**src/rtl/rst_cond.sv**
```systemverilog
// Reset conditioner: merges power-on reset, a debounced push-button and a filtered
// clock-manager lock into one registered, stretched reset request.
module rst_cond #(
    parameter int unsigned DEBOUNCE_CYCLES = 65536,
    parameter int unsigned LOCK_FILTER     = 16,
    parameter int unsigned STRETCH_CYCLES  = 256
) (
    input  logic clk_i,
    input  logic rst_i,
    input  logic btn_i,
    input  logic locked_i,
    output logic rst_o,
    output logic btn_evt_o,
    output logic lock_lost_o
);

    localparam int unsigned DB_W = $clog2(DEBOUNCE_CYCLES) + 1;
    localparam int unsigned LF_W = $clog2(LOCK_FILTER + 1);
    localparam int unsigned ST_W = $clog2(STRETCH_CYCLES + 1);

    typedef enum logic [1:0] {
        WAIT    = 2'd0,
        STRETCH = 2'd1,
        RUN     = 2'd2
    } state_e;

    logic            btn_meta_q, btn_s_q, lock_meta_q, lock_s_q;
    logic [DB_W-1:0] db_cnt_q, db_cnt_d;
    logic            btn_db_q, btn_db_d;
    logic [LF_W-1:0] lk_cnt_q, lk_cnt_d;
    logic            lock_ok_q, lock_ok_d;
    state_e          state_q;
    logic [ST_W-1:0] st_cnt_q;
    logic            rst_q, btn_evt_q, lock_lost_q;

    // Two-flop synchronizers for the asynchronous inputs.
    always_ff @(posedge clk_i or posedge rst_i) begin
        if (rst_i) begin
            btn_meta_q  <= 1'b0;
            btn_s_q     <= 1'b0;
            lock_meta_q <= 1'b0;
            lock_s_q    <= 1'b0;
        end else begin
            btn_meta_q  <= btn_i;
            btn_s_q     <= btn_meta_q;
            lock_meta_q <= locked_i;
            lock_s_q    <= lock_meta_q;
        end
    end

    // Debounce: the state flips only after DEBOUNCE_CYCLES consecutive differing samples.
    always_comb begin
        db_cnt_d = db_cnt_q;
        btn_db_d = btn_db_q;
        if (btn_s_q == btn_db_q) begin
            db_cnt_d = '0;
        end else if (db_cnt_q == DB_W'(DEBOUNCE_CYCLES - 1)) begin
            btn_db_d = ~btn_db_q;
            db_cnt_d = '0;
        end else begin
            db_cnt_d = db_cnt_q + DB_W'(1);
        end
    end

    // Lock filter: any low sample drops lock_ok on the same edge.
    always_comb begin
        lk_cnt_d  = '0;
        lock_ok_d = 1'b0;
        if (lock_s_q) begin
            lk_cnt_d  = (lk_cnt_q == LF_W'(LOCK_FILTER)) ? lk_cnt_q : lk_cnt_q + LF_W'(1);
            lock_ok_d = (lk_cnt_q >= LF_W'(LOCK_FILTER - 1));
        end
    end

    always_ff @(posedge clk_i or posedge rst_i) begin
        if (rst_i) begin
            db_cnt_q  <= '0;
            btn_db_q  <= 1'b0;
            lk_cnt_q  <= '0;
            lock_ok_q <= 1'b0;
        end else begin
            db_cnt_q  <= db_cnt_d;
            btn_db_q  <= btn_db_d;
            lk_cnt_q  <= lk_cnt_d;
            lock_ok_q <= lock_ok_d;
        end
    end

    // Sequencer; rst_q always tracks (next state != RUN).
    always_ff @(posedge clk_i or posedge rst_i) begin
        if (rst_i) begin
            state_q     <= WAIT;
            st_cnt_q    <= '0;
            rst_q       <= 1'b1;
            btn_evt_q   <= 1'b0;
            lock_lost_q <= 1'b0;
        end else begin
            btn_evt_q <= 1'b0;
            case (state_q)
                WAIT: begin
                    if (lock_ok_q && !btn_db_q) begin
                        state_q  <= STRETCH;
                        st_cnt_q <= '0;
                    end
                end
                STRETCH: begin
                    if (!lock_ok_q || btn_db_q) begin
                        state_q <= WAIT;
                    end else if (st_cnt_q == ST_W'(STRETCH_CYCLES - 1)) begin
                        state_q <= RUN;
                        rst_q   <= 1'b0;
                    end else begin
                        st_cnt_q <= st_cnt_q + ST_W'(1);
                    end
                end
                RUN: begin
                    if (btn_db_q || !lock_ok_q) begin
                        state_q   <= WAIT;
                        rst_q     <= 1'b1;
                        btn_evt_q <= btn_db_q;
                        if (!lock_ok_q) lock_lost_q <= 1'b1;
                    end
                end
                default: begin
                    state_q <= WAIT;
                    rst_q   <= 1'b1;
                end
            endcase
        end
    end

    assign rst_o       = rst_q;
    assign btn_evt_o   = btn_evt_q;
    assign lock_lost_o = lock_lost_q;

endmodule

```
**config.mk**
```make
export PLATFORM = sky130hd
export DESIGN_NAME = rst_cond
export DESIGN_NICKNAME = d
export VERILOG_FILES = /design/src/rtl/rst_cond.sv
export SDC_FILE = /design/constraint.sdc
export NUM_CORES = 1
export LEC_CHECK = 0
export CORE_ASPECT_RATIO = 0.5
export CORE_MARGIN = 5
export CORE_UTILIZATION = 40
export CTS_BUF_LIST = sky130_fd_sc_hd__clkbuf_16
export DETAILED_ROUTE_END_ITERATION = 8
export SLEW_MARGIN = 20
export SYNTH_ARGS = -nofsm -noshare
export SYNTH_HDL_FRONTEND = slang
export SYNTH_SLANG_ARGS = --single-unit
```
**constraint.sdc**
```tcl
create_clock -name clk_i -period 2.8 [get_ports clk_i]
set_input_delay 0.42 -clock clk_i [delete_from_list [all_inputs] [get_ports clk_i]]
set_output_delay 0.42 -clock clk_i [all_outputs]
set_load 0.05 [all_outputs]
```
Word-level counts from Yosys, hierarchy flattened

Cells that the tools add are included.

Word-level logic and storage cells: 65
Output and inout port bits: 3
Bits in registers: 42
Bits of input ports: 4

Reduce and logical (&&, ||, !) cells: 11
Order comparisons: 1
Bitwise gates (word level): 4
Equality and inequality tests: 13
Multiplexer cells: 20
Add/sub/neg operators: 3

Operators by type and width:

| cell                  | count |
|---|---|
| $mux 17               | 2 |
| $mux 9                | 3 |
| $pmux 9 s2            | 1 |
| $add 17x1->17 const B | 1 |
| $eq 17x16->1 const B  | 1 |
| $ne 2x2->1 const B    | 6 |
| $mux 5                | 2 |
| $add 9x1->9 const B   | 1 |
| $eq 9x8->1 const B    | 1 |
| $mux 2                | 4 |
| $reduce_and 4->1      | 2 |
| $mux 1                | 6 |
| $pmux 2 s3            | 1 |
| $reduce_and 3->1      | 2 |
| $add 5x1->5 const B   | 1 |
| $eq 5x5->1 const B    | 1 |
| $ge 5x4->1 const B    | 1 |
| $not 1->1             | 4 |
| $ne 3x3->1 const B    | 1 |
| $pmux 1 s3            | 1 |
| $eq 2x1->1 const B    | 1 |
| $eq 2x2->1 const B    | 1 |
| $logic_not 1->1       | 2 |
| $logic_not 2->1       | 1 |
| other kinds (5)       | 5 |

Longest topological paths before layout

Depth in word-level cells: 4
Depth in mapped cells: 9
Gate-level depth less buffers: 9

Worst setup path after synthesis

OpenSTA, ideal clock, no wires.

Path kind: reg-to-reg
From: register db_cnt_q[0]
To: register db_cnt_q[11]
Clock period less this slack: 1,771 ps
Buffers on the path: 1
Data required time: 2,681 ps
Library setup time: 119 ps
Path slack: 1,029 ps
Stages on the path, launching flop included: 7
Data arrival time: 1,652 ps
Cell sequence: dfrtp_1 ha_1 and4_1 nand3_2 o41ai_4 buf_4 nor2_1

Longest elaborated chain between the ends: 3
Elaborated cells between the ends (all ways): 4
Those cells by class: 1 x add/sub; 1 x eq/ne; 2 x mux

RTL lines:

| element                                              | line   | text |
|---|---|---|
| start: declaration                                   | 28     | `logic [DB_W-1:0] db_cnt_q, db_cnt_d;` |
| start signal: assignment                             | 82     | `db_cnt_q <= db_cnt_d;` |
| $add 17x1->17 / $eq 17x16->1 (equally long branches) | 61, 57 |  |
| $mux 17 *                                            | 57     | `end else if (db_cnt_q == DB_W'(DEBOUNCE_CYCLES - 1)) begin` |
| $mux 17 *                                            | 55     | `if (btn_s_q == btn_db_q) begin` |
| net db_cnt_d[11]                                     | 28     |  |

The timed path passes the listed nets; every way through them passes the cells marked *.
A chain may end at the register's enable or synchronous reset.

Worst setup path in the final report

Same ends and word-level chain as after synthesis.

==> summary.md <==
| Metric | Value |
|---|---|
| Outcome | completed |
| Top-area cell type share of the netlist area | 52.6% |
| Crit-path max FO | 14 |
| Cells after synthesis | 182 |
| Largest family of logic cells by synthesized area | simple AND/OR/NAND/NOR gates |
| Flop pwr share | 52.0% |
| Crit path kind | register to register |
| Yosys warnings | 0 |
| R2r startpoint | db_cnt_q[0] |
| Grt ovf | 0 |
| Startpoint types | register |
| Worst setup path startpoint | db_cnt_q[0] |
| EDFF count, synth | 0 |
| Leakage | 0.990 nW |
| CTS Hold Bufs | 0 |
| XOR/XNOR Fraction of Synth Area | 10.3% |
| Relative slew margins | 45.4% |
| Die W | 109 µm |
| Switching Share | 20.8% |
| Ys async rst share | 100% |
| Skew final | ~0.0032 ns |
| First-pass GRT wire length | 6.05 mm |
| Commonest non-fill, non-tap cells in the layout | dfrtp_1, nor2_1, nand2_1 |
| Resized Gates After CTS | 0 |
| Slew Limit Fails | 0 |
| Final WS setup | 0.601 ns |
| Initial antenna violation count | 0 |
| Post-synthesis mux area share | 1.09% |
| Simple-gate portion of the synthesized area | between 20% and 30% |
| Nets | ~210 |
| Root Driver | clkbuf_16 |
| Max Cap Viol | 0 |
| Worst Path Required | 2.91 ns |
| Skew-Pair Late Insertion Delay | between 0.2 and 0.3 ns |
| Drt first pass iters | 4 |
| Hold Vio Cnt, Final | 0 |
| Routed vias/inst | between 4 and 5 |
| Max VDD drop | 246 µV |
| Hold Startpoint | btn_meta_q |
| Post-synthesis compound-gate area fraction | 5.78% |
| Clk sinks | 42 |
| Synth Flop Type | dfrtp_1 |
| Largest net degree at the start of global routing | 43 |
| RSZ-0062 raised after global routing | false |
| Final setup violating endpoints | 0 |
| CTS Buf Count | 5 |
| Netlist cell types | 39 |
| Crit path time final | 2.20 ns |
| Clock Tree Buf Depth | 2 |
| Filler cells | 424 |
| Post-route DRC | 0 |
| Final Cell Area | between 0.002 and 0.0025 mm² |
| CTS tree | yes |
| Vias in the first global route | 1240 |
| Fraction of layout cells with a size suffix above 1 | 7.65% |
| Final period utilization | 78.5% |
| Least-Margin Pin Slew | around 0.82 ns |
| Final ANT Viol Nets | 0 |
| Detailed Route WL | 3.32 mm |
| Int Power | 0.000956 W |
| Port bufs | 6 |
| Leading area contributor after synthesis | dfrtp_1 |
| Wire per inst | 12.7 µm |
| Synthesized flop and latch total | 42 |
| # Post-CTS Setup Buffers | 0 |
| Iteration-0 DRC Markers | 46 |
| Combinational Power Share | 3.5% |
| Register area share after synthesis | a little over half |
| Post-DP Area | 0.00209 mm² |
| N_diodes | 0 |
| Initial core utilization | roughly 43% |
| Via Count | ~1300 |
| Worst slack at placement | 0.639 ns |
| Highest clock rate | 455 MHz |
| Crit path DAT | 2.31 ns |
| Syn_nets | 192 |
| H-tree depth | 2 |
| Rows | 17 |
| Post-Syn Area per Cell | ~11 µm² |
| Post-Syn Area | 0.00195 mm² |
| Detailed placer's ending HPWL | between 2 and 2.5 mm |
| Die area | about 0.0065 mm² |
| Commonest non-fill, non-tap cell in the layout | dfrtp_1 |
| Die span in y | 59.4 µm |
| Pwr/cell area | ~540 mW/mm² |
| Net load switching power | 0.000251 W |
| Area share of fa/ha/maj cells after synthesis | 3.85% |
| Total track usage | about an eighth |
| Power share of the clock group | 44.6% |
| Setup_tns | 0 ns |
| Reg clk slew, reported paths | 0.06 ns |
| Area growth syn-to-layout | 14.4% |
| Top cells by area, synth | dfrtp_1, xnor2_1, nor2_1, xor2_1, ha_1 |
| IO Pins | 7 |
| Crit. End Element | register |
| GPL Wtd Cong | 0.754 |
| Core ar. | ~0.0046 mm² |
| Hold Path Class | register to register |
## per-layer routing
metal | up-vias | global-route usage [%] | part of all wire, %
li1 | 655 | - | -
met2 | 6 | 18.3 | 45
met1 | 616 | 16.9 | 52
met3 | 2 | 3.92 | 2.0
met4 | 0 | 3.78 | 0.84
met5 | - | 0 | 0
## power groups by stage
stage | registers [W] | logic, W | clock network, W
after floorplan | 0.000636 | 0.0000311 | 0
after global placement | 0.000638 | 0.0000420 | 0
after detailed placement | 0.000638 | 0.0000432 | 0
after CTS | 0.000627 | 0.0000435 | 0.000554
after global routing | 0.000629 | 0.0000510 | 0.000584
final | 0.000627 | 0.0000417 | 0.000537
## final timing paths
kind,depth (start not counted),slack [ns],to
setup reg to reg,5,0.60,db_cnt_q[11]
setup / recovery,5,0.60,db_cnt_q[11]
hold reg to reg,0,0.35,btn_s_q
hold / removal,0,0.35,btn_s_q
min in group asynchronous,3,0.58,db_cnt_q[7]
max in group asynchronous,3,1.86,rst_o
## flip-flops by register name, indices dropped and copies added, names as in the netlist
| name | cells |
|---|---|
| db_cnt_q | 17 |
| st_cnt_q | 9 |
| lk_cnt_q | 5 |
| state_q | 2 |
| btn_db_q | 1 |
| btn_evt_o | 1 |
| btn_meta_q | 1 |
| btn_s_q | 1 |
| lock_lost_o | 1 |
| lock_meta_q | 1 |
| lock_ok_q | 1 |
| lock_s_q | 1 |
| rst_o | 1 |
## area by class of cell
class	instances	area, µm²	area share [%]
sequential	42	1050	47.2
timing repair buffer	7	67.6	3.03
clock inverter	3	12.5	0.561
tap	66	82.6	3.70
multi-input combinational	131	860	38.6
clock buffer	5	125	5.61
inverter	8	30.0	1.35
## worst max-delay path, cell delays in order, from the launching register on
cell	delay (ns)
dfrtp_1	0.38
ha_1	0.21
and4_1	0.29
nand3_2	0.18
o41ai_4	0.81
nor2_1	0.16
## cells in the mapped netlist (all sizes together), types with 2 or more instances
master  number
and2         4
or4          2
inv          8
and3         2
nor3         4
o21a         2
nor2        26
nand2       16
xor2        10
nand4        6
a21boi       2
ha           6
nor4         5
xnor2       13
o21ai        3
and4         2
dfrtp       41
nand3       13
## stage by stage
step / hold slack, ns / total power, W / utilization [%] / std cells
after floorplan: 0.331 / 0.000667 / - / 182
after global placement: 0.332 / 0.000680 / 46.0 / 254
after detailed placement: 0.337 / 0.000681 / 46.0 / 254
after CTS: 0.350 / 0.00122 / 49.0 / 262
after global routing: 0.353 / 0.00126 / 49.0 / 262
final: 0.348 / 0.00121 / 49.0 / 262
## logic make-up (layout without fill, tap and decap cells)
kind of cell,Yosys count,count (layout)
muxes,2,2
DFF,42,42
and+or+nand+nor,87,87
xor gates and xnor gates,23,23
buffers and inverters,9,23
AOI/OAI and AO/OA,13,13
adders and majority gates,6,6
(Power assumes the default switching activity.)
